## config.mk

```make
export PLATFORM = sky130hd
export DESIGN_NAME = aes_dec_controller
export DESIGN_NICKNAME = d
export VERILOG_FILES = /design/src/rtl/aes_pkg.sv /design/src/rtl/aes_round_counter.sv /design/src/rtl/aes_dec_controller.sv
export SDC_FILE = /design/constraint.sdc
export NUM_CORES = 1
export LEC_CHECK = 0
export CORE_AREA = 2 2 39 41
export CTS_BUF_LIST = sky130_fd_sc_hd__clkbuf_8
export CTS_CLUSTER_SIZE = 25
export DETAILED_ROUTE_END_ITERATION = 10
export DIE_AREA = 0 0 41 43
export GPL_TIMING_DRIVEN = 1
export PLACE_DENSITY = 0.82
export RECOVER_POWER = 50
export SLEW_MARGIN = 20
export SYNTH_ARGS = -nofsm -noshare
export SYNTH_HDL_FRONTEND = slang
export SYNTH_SLANG_ARGS = --single-unit
export TNS_END_PERCENT = 20
```

## constraint.sdc

```tcl
create_clock -name clk -period 4.8 [get_ports clk]
set_clock_uncertainty 0.05 [all_clocks]
set_input_delay 0.96 -clock clk [delete_from_list [all_inputs] [get_ports clk]]
set_output_delay 0.96 -clock clk [all_outputs]
set_load 0.01 [all_outputs]
```

## src/rtl/aes_pkg.sv

```systemverilog
// Shared definitions for the AES-128 decrypt sequencing controller.
//   state_t     : controller FSM states
//   round_t     : 4-bit round index
//   NR_AES128   : number of AES-128 rounds
//   ROUND_LAST  : highest legal round index (NR_AES128-1)
package aes_pkg;

  localparam int NR_AES128 = 10;

  typedef logic [3:0] round_t;

  localparam round_t ROUND_LAST = 4'(NR_AES128 - 1);

  typedef enum logic [1:0] {
    IDLE   = 2'd0,
    EXPAND = 2'd1,
    ROUND  = 2'd2,
    HOLD   = 2'd3
  } state_t;

endpackage

```

## src/rtl/aes_round_counter.sv

```systemverilog
// Loadable up/down round counter with terminal-count flag.
//   clk, rst_n   : clock, async active-low reset
//   load_i       : load load_val_i this cycle (wins over counting)
//   load_val_i   : value to load
//   en_i         : advance one step in the direction given by up_i
//   up_i         : 1 = count up, terminal at ROUND_LAST; 0 = count down, terminal at 0
//   cnt_o        : current count
//   tc_o         : count has reached the terminal value for the current direction
module aes_round_counter
  import aes_pkg::*;
(
  input  logic   clk,
  input  logic   rst_n,
  input  logic   load_i,
  input  round_t load_val_i,
  input  logic   en_i,
  input  logic   up_i,
  output round_t cnt_o,
  output logic   tc_o
);

  round_t cnt_q, cnt_d;

  assign tc_o  = up_i ? (cnt_q == ROUND_LAST) : (cnt_q == '0);
  assign cnt_o = cnt_q;

  always_comb begin
    cnt_d = cnt_q;
    if (load_i) begin
      cnt_d = load_val_i;
    end else if (cnt_q > ROUND_LAST) begin
      // Out-of-range index (e.g. upset) snaps back to a legal value.
      cnt_d = '0;
    end else if (en_i && !tc_o) begin
      cnt_d = up_i ? cnt_q + 4'd1 : cnt_q - 4'd1;
    end
  end

  always_ff @(posedge clk or negedge rst_n) begin
    if (!rst_n) cnt_q <= '0;
    else        cnt_q <= cnt_d;
  end

endmodule

```

## src/rtl/aes_dec_controller.sv

```systemverilog
// Sequencing controller for the multicycle AES-128 inverse cipher.
// Optional feature macro: AES_DEC_KEY_CACHE_EN (last-round-key cache; when
// undefined every transaction runs the forward expansion pass).
//   clk, rst_n  : clock, async active-low reset
//   in_valid    : ciphertext/key valid        in_ready    : can accept input
//   key_new     : key changed since last txn  load_input  : datapath captures input
//   expand_en   : forward key-expansion step  key_dir     : 0 fwd, 1 inverse
//   save_key    : store last round key        round       : round index
//   final_round : last round (no InvMixCol)   out_valid   : plaintext valid
//   out_ready   : downstream accepts plaintext
//
// state  | meaning
// IDLE   | waiting for a ciphertext/key pair
// EXPAND | forward key expansion, round counts 0..NR-1
// ROUND  | inverse rounds, round counts NR-1..0
// HOLD   | plaintext presented until out_ready
module aes_dec_controller
  import aes_pkg::*;
(
  input  logic       clk,
  input  logic       rst_n,
  input  logic       in_valid,
  input  logic       key_new,
  output logic       in_ready,
  output logic       load_input,
  output logic       expand_en,
  output logic       key_dir,
  output logic       save_key,
  output logic [3:0] round,
  output logic       final_round,
  output logic       out_valid,
  input  logic       out_ready
);

  state_t state_q, state_d;
  round_t cnt, cnt_val;
  logic   cnt_tc, cnt_load, cnt_en, cnt_up;
  logic   cache_hit, cache_set, save_pulse;

  assign cnt_up = (state_q == EXPAND);

  aes_round_counter u_round_counter (
    .clk        (clk),
    .rst_n      (rst_n),
    .load_i     (cnt_load),
    .load_val_i (cnt_val),
    .en_i       (cnt_en),
    .up_i       (cnt_up),
    .cnt_o      (cnt),
    .tc_o       (cnt_tc)
  );

  assign round = cnt;

`ifdef AES_DEC_KEY_CACHE_EN
  logic cache_vld_q;

  always_ff @(posedge clk or negedge rst_n) begin
    if (!rst_n)         cache_vld_q <= 1'b0;
    else if (cache_set) cache_vld_q <= 1'b1;
  end

  assign cache_hit = cache_vld_q & ~key_new;
  assign save_key  = save_pulse;
`else
  logic [2:0] unused_cache;
  assign unused_cache = {key_new, cache_set, save_pulse};
  assign cache_hit    = 1'b0;
  assign save_key     = 1'b0;
`endif

  always_comb begin
    state_d     = state_q;
    cnt_load    = 1'b0;
    cnt_val     = '0;
    cnt_en      = 1'b0;
    cache_set   = 1'b0;
    save_pulse  = 1'b0;
    in_ready    = 1'b0;
    expand_en   = 1'b0;
    key_dir     = 1'b0;
    final_round = 1'b0;
    out_valid   = 1'b0;

    case (state_q)
      IDLE: begin
        in_ready = 1'b1;
      end
      EXPAND: begin
        expand_en = 1'b1;
        if (cnt_tc) begin
          save_pulse = 1'b1;
          cache_set  = 1'b1;
          state_d    = ROUND;
          cnt_load   = 1'b1;
          cnt_val    = ROUND_LAST;
        end else begin
          cnt_en = 1'b1;
        end
      end
      ROUND: begin
        key_dir = 1'b1;
        if (cnt_tc) begin
          final_round = 1'b1;
          state_d     = HOLD;
        end else begin
          cnt_en = 1'b1;
        end
      end
      HOLD: begin
        out_valid = 1'b1;
        in_ready  = out_ready;
        if (out_ready) state_d = IDLE;
      end
      default: begin
        state_d  = IDLE;
        cnt_load = 1'b1;
        cnt_val  = '0;
      end
    endcase

    load_input = in_valid & in_ready;

    // Accept from IDLE or from HOLD (no bubble); overrides the HOLD->IDLE step.
    if (load_input) begin
      cnt_load = 1'b1;
      if (cache_hit) begin
        state_d = ROUND;
        cnt_val = ROUND_LAST;
      end else begin
        state_d = EXPAND;
        cnt_val = '0;
      end
    end
  end

  always_ff @(posedge clk or negedge rst_n) begin
    if (!rst_n) state_q <= IDLE;
    else        state_q <= state_d;
  end

endmodule

```

==> summary.txt, run 1 <==
Clock network
  • Num CTS Buffers: 3
  • Worst-skew pair later-pin latency: 0.21 ns
  • Clk buf depth: 2
  • Clock transition at the registers of the reported paths: 0.03 ns
  • H-tree levels: 1
  • TritonCTS clock tree: built
  • Hold_buf cts: 0
  • CTS Sinks: 6
  • Post-CTS Resized: 0
  • Root Buffer: clkbuf_8
  • # Post-CTS Setup Buffers: 0

Route
  • Via density: 5.62
  • Pre-antenna DRT Iters: 4
  • Antenna Nets Post-Route: 0
  • Via count: 511
  • DRC Markers: 0
  • DR WL/cell: 14.0 um
  • Starting DRT DRC Count: 7
  • Final WL: 1280 um

Min path
  • Hold Path Class: flop to flop
  • Min-Delay Endpoint: u_round_counter.cnt_o[2]$_DFFE_PN0P_
  • Hold Path Stages: 1
  • Hold Crit Start: u_round_counter.cnt_o[2]$_DFFE_PN0P_

Floorplanning
  • Die Y: 43 um
  • Core box area: 0.00138 mm^2
  • Die Footprint: 0.00176 mm^2
  • Die width: 41 um
  • Initial core utilization: 43.7%
  • Row count: 14
  • Io pins: 16

Critical path
  • Crit Path Max Fanout: 5
  • Worst reg2reg path startpoint: state_q[1]$_DFFE_PN0P_
  • Worst Setup Start Kind: primary input
  • Arrival time worst endpoint: 2.87 ns
  • Slowest cell delay on critical path: 0.67 ns
  • Critical-path cell list: dlygate4sd3_1 -> a21oi_1 -> nor3b_1 -> clkdlybuf4s50_1
  • Setup slack, reg-to-reg: 2.49 ns
  • Crit-path slowest cell: clkdlybuf4s50_1
  • Reg2reg path depth: 8
  • R2R Path End: u_round_counter.cnt_o[3]$_DFFE_PN0P_
  • CP endpoint kind: output port
  • CP Class: primary input to output port
  • Crit path required time: 3.79 ns

Final layout
  • Layout cells sized above 1: 12.0%
  • Post-layout util: 53.3%
  • Antenna cell count: 0
  • Nets: 89
  • Fillers: 131
  • Layout Area Growth over Synthesis: 21.9%
  • Post-route cell area: 737 um^2

Power and ir drop
  • Worst vdd ir: 0.473 mV
  • Power Dens Cells: 814 mW/mm^2
  • Total power: 600 uW
  • Leak: 0.000328 uW

Timing
  • Final-report hold violation count: 0
  • RSZ-0062 raised after global routing: false
  • Fmax: 258 MHz
  • Final setup violating endpoints: 0
  • Worst-Margin Slew: 0.690 ns
  • Min Tclk post-route: 3.88 ns
  • Pins Over Slew Limit: 0
  • Period utilization: 80.8%
  • Final TNS setup: 0 ns
  • Slew headroom: 53.9%

Placed design
  • Post-DP Area: 696 um^2
  • HPWL after detailed placement: 991 um
  • Port bufs: 13
  • Routability cong.: 0.743

GRT
  • Vias in the first global route: 486
  • Initial antenna violation count: 0
  • Largest net degree at the start of global routing: 14
  • Met3 Track Usage GR: 2.62%
  • First-pass GRT wire length: 2140 um
  • Total track usage: 17.5%
  • GR Overflow Total: 0
  • Met1 usage: 21.6%
  • GRT busiest layer: met2
  • Met2 usage: 28.1%

Logic synthesis
  • Dominant synthesized flop cell: dfrtp_1
  • Cell variety after synth: 34
  • Sequential share of the synthesized area: 24.8%
  • Leading post-synthesis cells by cell area: dfrtp_1 (25%), ha_1 (12%), a21oi_1 (5.0%), buf_4 (3.7%), inv_1 (3.7%)
  • Synth Register Bits: 6
  • Syn nets: 77
  • Largest area contributor in the netlist: dfrtp_1
  • Syn avg cell area: 9.30 um^2
  • Mapped cell area: 604 um^2
  • Top cell type's share of synthesized area: 24.8%
  • Async SR Flop Fraction: 100%
  • Post-synth EDFFs: 0
  • Post-synth top cells: a21oi_1 (6), dfrtp_1 (6), ha_1 (6), inv_1 (6)
  • Synthesis Warnings: 0
  • Syn Inst Count: 65

Job
  • Max Cap Viol: 0

Status
  • Outcome: complete, no violations
sequential cells by signal (all words and copies together) (netlist names):
name / count
u_round_counter.cnt_o: 4
state_q: 2
layout by cell type (no fill, tap or decap), drive strengths merged, types with 2 or more instances in the layout:
master,synthesis,layout
a21oi,7,7
clkbuf,1,3
clkdlybuf4s50,0,8
dfrtp,6,6
dlygate4sd3,0,5
ha,6,6
inv,6,6
nand2,3,3
nand3,3,3
nor2,3,3
o211ai,2,2
o2bb2ai,2,2
or3,3,3
xnor2,2,2
per-layer routing:
metal / part of all wire, % / wire [um]
met1: 44 / 555
met3: 4.5 / 57
met5: 0 / 0
met2: 51 / 646
met4: 1.3 / 16
worst max-delay path by stage:
stage / to / startpoint
3_5_place_dp: load_input / out_ready
5_1_grt: load_input / out_ready
6_report: load_input / out_ready
2_1_floorplan: load_input / out_ready
3_3_place_gp: load_input / out_ready
4_1_cts: load_input / out_ready
area by class of cell:
class                           count  area, um^2  share of cell area (%)
Clock buffer                        3        41.3                    5.60
Inverter                            6        22.5                    3.06
Multi-Input combinational cell     47         373                    50.6
Sequential cell                     6         150                    20.4
Tap cell                           16        20.0                    2.72
Timing Repair Buffer               13         130                    17.7
power by group:
| part | total (uW) | leakage, uW | internal, uW | switching, uW |
|---|---|---|---|---|
| Combinational | 410 | 0.000230 | 198 | 212 |
| Sequential | 118 | 0.0000760 | 75.8 | 41.8 |
| Clock | 72.2 | 0.0000216 | 53.6 | 18.6 |
critical path, delay by kind of cell:
family / cells / cell delay (ns)
AND/OR/NAND/NOR: 1 / 0.59
buffers and inverters: 2 / 1.23
AO/OA/AOI/OAI: 1 / 0.09
stage by stage:
stage               std cells  worst slack (ns)  hold slack (ns)
global placement           88              1.03            0.492
CTS                        91             0.988            0.521
finish                     91             0.923            0.497
detailed placement         88              1.01            0.513
floorplan                  65              2.18            0.485
global route               91             0.840            0.540
cell families after synthesis:
group	count (synthesis)	share of synthesized area [%]
flops	6	24.8
xor+xnor	2	2.90
buf+inv	12	13.5
fa+ha+maj	7	15.7
compound gates	19	25.5
simple gates	18	17.0
other cells	1	0.621
Note: power is estimated with default switching activity, not from simulation.
==> inputs of run 2 (changes only) <==
--- a/config.mk
+++ b/config.mk
@@ -5,13 +5,13 @@
 export SDC_FILE = /design/constraint.sdc
 export NUM_CORES = 1
 export LEC_CHECK = 0
-export CORE_AREA = 2 2 39 41
+export CORE_MARGIN = 1
+export CORE_UTILIZATION = 44
 export CTS_BUF_LIST = sky130_fd_sc_hd__clkbuf_8
 export CTS_CLUSTER_SIZE = 25
 export DETAILED_ROUTE_END_ITERATION = 10
-export DIE_AREA = 0 0 41 43
 export GPL_TIMING_DRIVEN = 1
-export PLACE_DENSITY = 0.82
+export PLACE_DENSITY = 0.83
 export RECOVER_POWER = 50
 export SLEW_MARGIN = 20
 export SYNTH_ARGS = -nofsm -noshare
==> constraint.sdc (replaced) <==
create_clock -name clk -period 3.5 [get_ports clk]
set_clock_uncertainty 0.05 [all_clocks]
set_input_delay 0.7 -clock clk [delete_from_list [all_inputs] [get_ports clk]]
set_output_delay 0.7 -clock clk [all_outputs]
set_load 0.01 [all_outputs]
==> summary.txt, run 2 (synthesized netlist as in run 1, its figures left out) <==
Clock network
  • Worst-skew pair later-pin latency: 0.22 ns (was 0.21 ns)
  • Clock transition at the registers of the reported paths: 0.04 ns (was 0.03 ns)
  • Post-CTS Resized: 0 (unchanged)
  • TritonCTS clock tree: built (unchanged)
  • Hold_buf cts: 0 (unchanged)
  • # Post-CTS Setup Buffers: 0 (unchanged)
  • Root Buffer: clkbuf_8 (unchanged)
  • H-tree levels: 1 (unchanged)
  • CTS Sinks: 6 (unchanged)
  • Num CTS Buffers: 3 (unchanged)
  • Clk buf depth: 2 (unchanged)

Power and ir drop
  • Power Dens Cells: 1120 mW/mm^2 (was 814 mW/mm^2)
  • Leak: 0.000327 uW (was 0.000328 uW)
  • Worst vdd ir: 0.442 mV (was 0.473 mV)

Critical path
  • Slowest cell delay on critical path: 0.53 ns (was 0.67 ns)
  • Critical-path cell list: inv_1 -> ha_1 -> or3_4 -> a21oi_4 -> and2_2 -> clkdlybuf4s50_1 (was dlygate4sd3_1 -> a21oi_1 -> nor3b_1 -> clkdlybuf4s50_1)
  • Worst Setup Start Kind: flop (was primary input)
  • Worst Setup SP: state_q[1]$_DFFE_PN0P_ (was out_ready)
  • Crit Path Max Fanout: 13 (was 5)
  • CP endpoint kind: output port (unchanged)
  • Crit path required time: 2.75 ns (was 3.79 ns)
  • Arrival time worst endpoint: 2.41 ns (was 2.87 ns)
  • WP buf/inv: 2 (unchanged)
  • Setup slack, reg-to-reg: 1.14 ns (was 2.49 ns)
  • Cell family with most CP delay: buffers and inverters (unchanged)
  • Worst reg2reg path startpoint: state_q[1]$_DFFE_PN0P_ (unchanged)
  • CP Class: flop to output port (was primary input to output port)
  • Crit-path slowest cell: clkdlybuf4s50_1 (unchanged)

Route
  • DRC Markers: 0 (unchanged)
  • Pre-antenna DRT Iters: 4 (unchanged)
  • Antenna Nets Post-Route: 0 (unchanged)
  • Final WL: 1300 um (was 1280 um)
  • Starting DRT DRC Count: 15 (was 7)
  • DR WL/cell: 14.5 um (was 14.0 um)
  • Via count: 534 (was 511)
  • Via density: 5.93 (was 5.62)

Floorplanning
  • Die Footprint: 0.00153 mm^2 (was 0.00176 mm^2)
  • Die Y: 39.1 um (was 43 um)
  • Row count: 12 (was 14)
  • Core box area: 0.00119 mm^2 (was 0.00138 mm^2)
  • Io pins: 16 (unchanged)
  • Initial core utilization: 50.9% (was 43.7%)
  • Die width: 39.1 um (was 41 um)

Timing
  • Final-report hold violation count: 0 (unchanged)
  • Final TNS setup: 0 ns (unchanged)
  • Pins Over Slew Limit: 0 (unchanged)
  • Min Hold Slack: 0.550 ns (was 0.497 ns)
  • Min Tclk post-route: 3.16 ns
  • Period utilization: 90.3%
  • Fmax: 316 MHz
  • Final setup violating endpoints: 0 (unchanged)
  • RSZ-0062 raised after global routing: false (unchanged)
  • Worst Setup Slack, final: 0.338 ns (was 0.923 ns)

Final layout
  • Largest register FFs: 4 (unchanged)
  • Commonest cells after routing, fill and taps aside: clkdlybuf4s50_1 (9), inv_1 (6), a21oi_1 (6), ha_1 (6), dfrtp_1 (6) (was clkdlybuf4s50_1 (8), inv_1 (6), a21oi_1 (6), ha_1 (6), dfrtp_1 (6))
  • Post-route cell area: 738 um^2 (was 737 um^2)
  • Layout cells sized above 1: 11.8% (was 12.0%)
  • Antenna cell count: 0 (unchanged)
  • Nets: 90 (was 89)
  • Fillers: 106 (was 131)
  • Commonest non-fill, non-tap cell in the layout: clkdlybuf4s50_1 (unchanged)
  • Layout Area Growth over Synthesis: 22.2% (was 21.9%)

Placed design
  • Worst slack, placed: 0.574 ns (was 1.01 ns)
  • Post-DP Area: 701 um^2 (was 696 um^2)
  • Port bufs: 13 (unchanged)
  • HPWL after detailed placement: 974 um (was 991 um)
  • Routability cong.: 0.730 (was 0.743)

GRT
  • First-pass GRT wire length: 2040 um (was 2140 um)
  • GR Overflow Total: 0 (unchanged)
  • Vias in the first global route: 445 (was 486)
  • Total track usage: 20.1% (was 17.5%)
  • Largest net degree at the start of global routing: 14 (unchanged)
  • Initial antenna violation count: 0 (unchanged)

Status
  • Outcome: complete, no violations (unchanged)

Min path
  • Hold Crit Start: u_round_counter.cnt_o[1]$_DFFE_PN0P_ (was u_round_counter.cnt_o[2]$_DFFE_PN0P_)
  • Hold Path Class: flop to flop (unchanged)

Job
  • Max Cap Viol: 0 (unchanged)
-- run 2: cell types whose count changed in the layout (fill, tap and decap cells not counted), sizes merged --
| cell | before | now |
|---|---|---|
| dlygate4sd3 | 5 | 4 |
| clkbuf | 3 | 4 |
| clkdlybuf4s50 | 8 | 9 |
-- run 2: worst paths after layout --
check                           depth (start not counted)                                    to
worst max register to register                          8  u_round_counter.cnt_o[3]$_DFFE_PN0P_
worst min register to register                          1  u_round_counter.cnt_o[1]$_DFFE_PN0P_
worst max-delay path                                    6                           final_round
max in group asynchronous                               1  u_round_counter.cnt_o[0]$_DFFE_PN0P_
worst min-delay path                                    1  u_round_counter.cnt_o[1]$_DFFE_PN0P_
min in group asynchronous                               1  u_round_counter.cnt_o[1]$_DFFE_PN0P_
-- run 2: per-stage QoR --
step,util (%),total power (uW),cells
floorplan,-,615,65
global placement,59.1,701,87
detailed placement,59.1,723,87
CTS,62.6,829,90
global route,62.2,898,90
finish,62.2,824,90
-- run 2: layer usage --
layer	wire (um)	global-route usage [%]	vias to the layer above
met5	0	0	-
met4	20	12.1	0
met3	70	2.89	6
met2	609	31.3	26
met1	600	25.7	248
li1	-	-	254
-- run 2: area by class of cell --
type | count | area (um^2) | area share [%]
multi-input combinational | 47 | 373 | 50.5
tap | 14 | 17.5 | 2.37
timing repair buffer | 14 | 134 | 18.1
clock buffer | 3 | 41.3 | 5.59
sequential | 6 | 150 | 20.3
inverter | 6 | 22.5 | 3.05
-- run 2: report_power, final --
group	switching, uW	total [uW]	internal, uW
Sequential	62.0	166	104
Combinational	285	556	272
Clock	28.0	102	73.8
==> inputs of run 3 (changes only) <==
--- a/config.mk
+++ b/config.mk
@@ -5,13 +5,15 @@
 export SDC_FILE = /design/constraint.sdc
 export NUM_CORES = 1
 export LEC_CHECK = 0
+export CELL_PAD_IN_SITES_DETAIL_PLACEMENT = 0
+export CELL_PAD_IN_SITES_GLOBAL_PLACEMENT = 1
 export CORE_MARGIN = 1
-export CORE_UTILIZATION = 44
+export CORE_UTILIZATION = 33
 export CTS_BUF_LIST = sky130_fd_sc_hd__clkbuf_8
 export CTS_CLUSTER_SIZE = 25
 export DETAILED_ROUTE_END_ITERATION = 10
 export GPL_TIMING_DRIVEN = 1
-export PLACE_DENSITY = 0.83
+export PLACE_DENSITY = 0.84
 export RECOVER_POWER = 50
 export SLEW_MARGIN = 20
 export SYNTH_ARGS = -nofsm -noshare
==> summary.txt, run 3 (synthesized netlist as in run 1, its figures left out) <==
Clock network
  • # Post-CTS Setup Buffers: 0 (unchanged)
  • Hold_buf cts: 0 (unchanged)
  • H-tree levels: 1 (unchanged)
  • Clock transition at the registers of the reported paths: 0.03 ns (was 0.04 ns)
  • Num CTS Buffers: 3 (unchanged)
  • TritonCTS clock tree: built (unchanged)
  • Worst-skew pair later-pin latency: 0.22 ns (about the same)
  • Post-CTS Resized: 0 (unchanged)
  • CTS Sinks: 6 (unchanged)
  • Root Buffer: clkbuf_8 (unchanged)
  • Clk buf depth: 2 (unchanged)

GRT
  • Vias in the first global route: 472 (was 445)
  • Total track usage: 13.5% (was 20.1%)
  • Initial antenna violation count: 0 (unchanged)
  • First-pass GRT wire length: 1900 um (was 2040 um)
  • GR Overflow Total: 0 (unchanged)
  • Largest net degree at the start of global routing: 14 (unchanged)

Critical path
  • CP Class: flop to output port (unchanged)
  • Crit Path Max Fanout: 13 (unchanged)
  • Worst Setup Start Kind: flop (unchanged)
  • Arrival time worst endpoint: 2.34 ns (was 2.41 ns)
  • CP endpoint kind: output port (unchanged)
  • Crit path required time: 2.75 ns (about the same)

Final layout
  • Commonest cells after routing, fill and taps aside: clkdlybuf4s50_1 (9), inv_1 (6), a21oi_1 (6), ha_1 (6), dfrtp_1 (6) (unchanged)
  • Layout Area Growth over Synthesis: 24.4% (was 22.2%)
  • Largest register FFs: 4 (unchanged)
  • Nets: 90 (unchanged)
  • Antenna cell count: 0 (unchanged)
  • Commonest non-fill, non-tap cell in the layout: clkdlybuf4s50_1 (unchanged)
  • Layout cells sized above 1: 11.8% (unchanged)

Power and ir drop
  • Power Dens Cells: 1080 mW/mm^2 (was 1120 mW/mm^2)
  • Total power: 810 uW (was 824 uW)
  • Worst vdd ir: 0.257 mV (was 0.442 mV)
  • Leak: 0.000327 uW (unchanged)

Timing
  • Final setup violating endpoints: 0 (unchanged)
  • Final TNS setup: 0 ns (unchanged)
  • Period utilization: 88.4% (was 90.3%)
  • Fmax: 323 MHz (was 316 MHz)
  • Pins Over Slew Limit: 0 (unchanged)
  • Final-report hold violation count: 0 (unchanged)
  • RSZ-0062 raised after global routing: false (unchanged)
  • Min Tclk post-route: 3.09 ns (was 3.16 ns)

Route
  • DR WL/cell: 11.3 um (was 14.5 um)
  • Via density: 5.12 (was 5.93)
  • Antenna Nets Post-Route: 0 (unchanged)
  • Final WL: 1140 um (was 1300 um)
  • DRC Markers: 0 (unchanged)
  • Pre-antenna DRT Iters: 5 (was 4)
  • Starting DRT DRC Count: 6 (was 15)
  • Via count: 517 (was 534)

Floorplanning
  • Row count: 15 (was 12)
  • Io pins: 16 (unchanged)
  • Die Footprint: 0.00201 mm^2 (was 0.00153 mm^2)
  • Initial core utilization: 35.0% (was 50.9%)
  • Die width: 44.8 um (was 39.1 um)
  • Die Y: 44.8 um (was 39.1 um)
  • Core box area: 0.00173 mm^2 (was 0.00119 mm^2)

Status
  • Outcome: complete, no violations (unchanged)

Job
  • Max Cap Viol: 0 (unchanged)

Min path
  • Hold Path Class: flop to flop (unchanged)

Placed design
  • Routability cong.: 0.695 (was 0.730)
  • HPWL after detailed placement: 910 um (was 974 um)
  • Port bufs: 13 (unchanged)
[run 3: cell counts in the layout (fill, tap and decap cells not counted)]
No cell type changed its count.
[run 3: routing by layer]
layer | GRT usage [%] | routed length, um | share of wire (%)
met5 | 0 | 0 | 0
met2 | 21.5 | 538 | 47
met4 | 12.7 | 45 | 3.9
met1 | 14.5 | 518 | 45
met3 | 3.60 | 41 | 3.6
[run 3: path summary, 6_finish.rpt]
check,depth (start not counted),slack [ns],start,to
worst max-delay path,6,0.41,state_q[1]$_DFFE_PN0P_,final_round
worst min-delay path,1,0.49,u_round_counter.cnt_o[2]$_DFFE_PN0P_,u_round_counter.cnt_o[2]$_DFFE_PN0P_
worst max register to register,8,1.28,state_q[1]$_DFFE_PN0P_,u_round_counter.cnt_o[3]$_DFFE_PN0P_
worst min register to register,1,0.49,u_round_counter.cnt_o[2]$_DFFE_PN0P_,u_round_counter.cnt_o[2]$_DFFE_PN0P_
max in group asynchronous,1,2.47,rst_n,u_round_counter.cnt_o[2]$_DFFE_PN0P_
min in group asynchronous,1,0.73,rst_n,state_q[0]$_DFFE_PN0P_
[run 3: report_power, final]
group / internal (uW) / total [uW] / switching [uW]
Combinational: 273 / 545 / 273
Sequential: 104 / 161 / 57.5
Clock: 73.8 / 103 / 29.0
[run 3: area by class of cell]
type	count	area [um^2]
Tap cell	25	31.3
Multi-Input combinational cell	47	373
Clock buffer	3	41.3
Fill cell	182	975
Sequential cell	6	150
Timing Repair Buffer	14	134
Inverter	6	22.5
[run 3: per-stage QoR]
stage	hold slack [ns]	std cells	worst slack, ns	utilization (%)	area [um^2]
6_report	0.491	101	0.407	43.6	752
5_1_grt	0.530	101	0.316	43.6	752
4_1_cts	0.496	101	0.402	43.8	756
3_5_place_dp	0.489	98	0.570	41.4	714
3_3_place_gp	0.491	98	0.606	41.4	714
2_1_floorplan	0.354	65	1.27	-	604
[run 3: worst max-delay path: stages, from the launching register on]
cell	delay (ns)
dfrtp_1	0.40
inv_1	0.11
ha_1	0.33
or3_4	0.43
a21oi_4	0.16
and2_2	0.17
clkdlybuf4s50_1	0.53
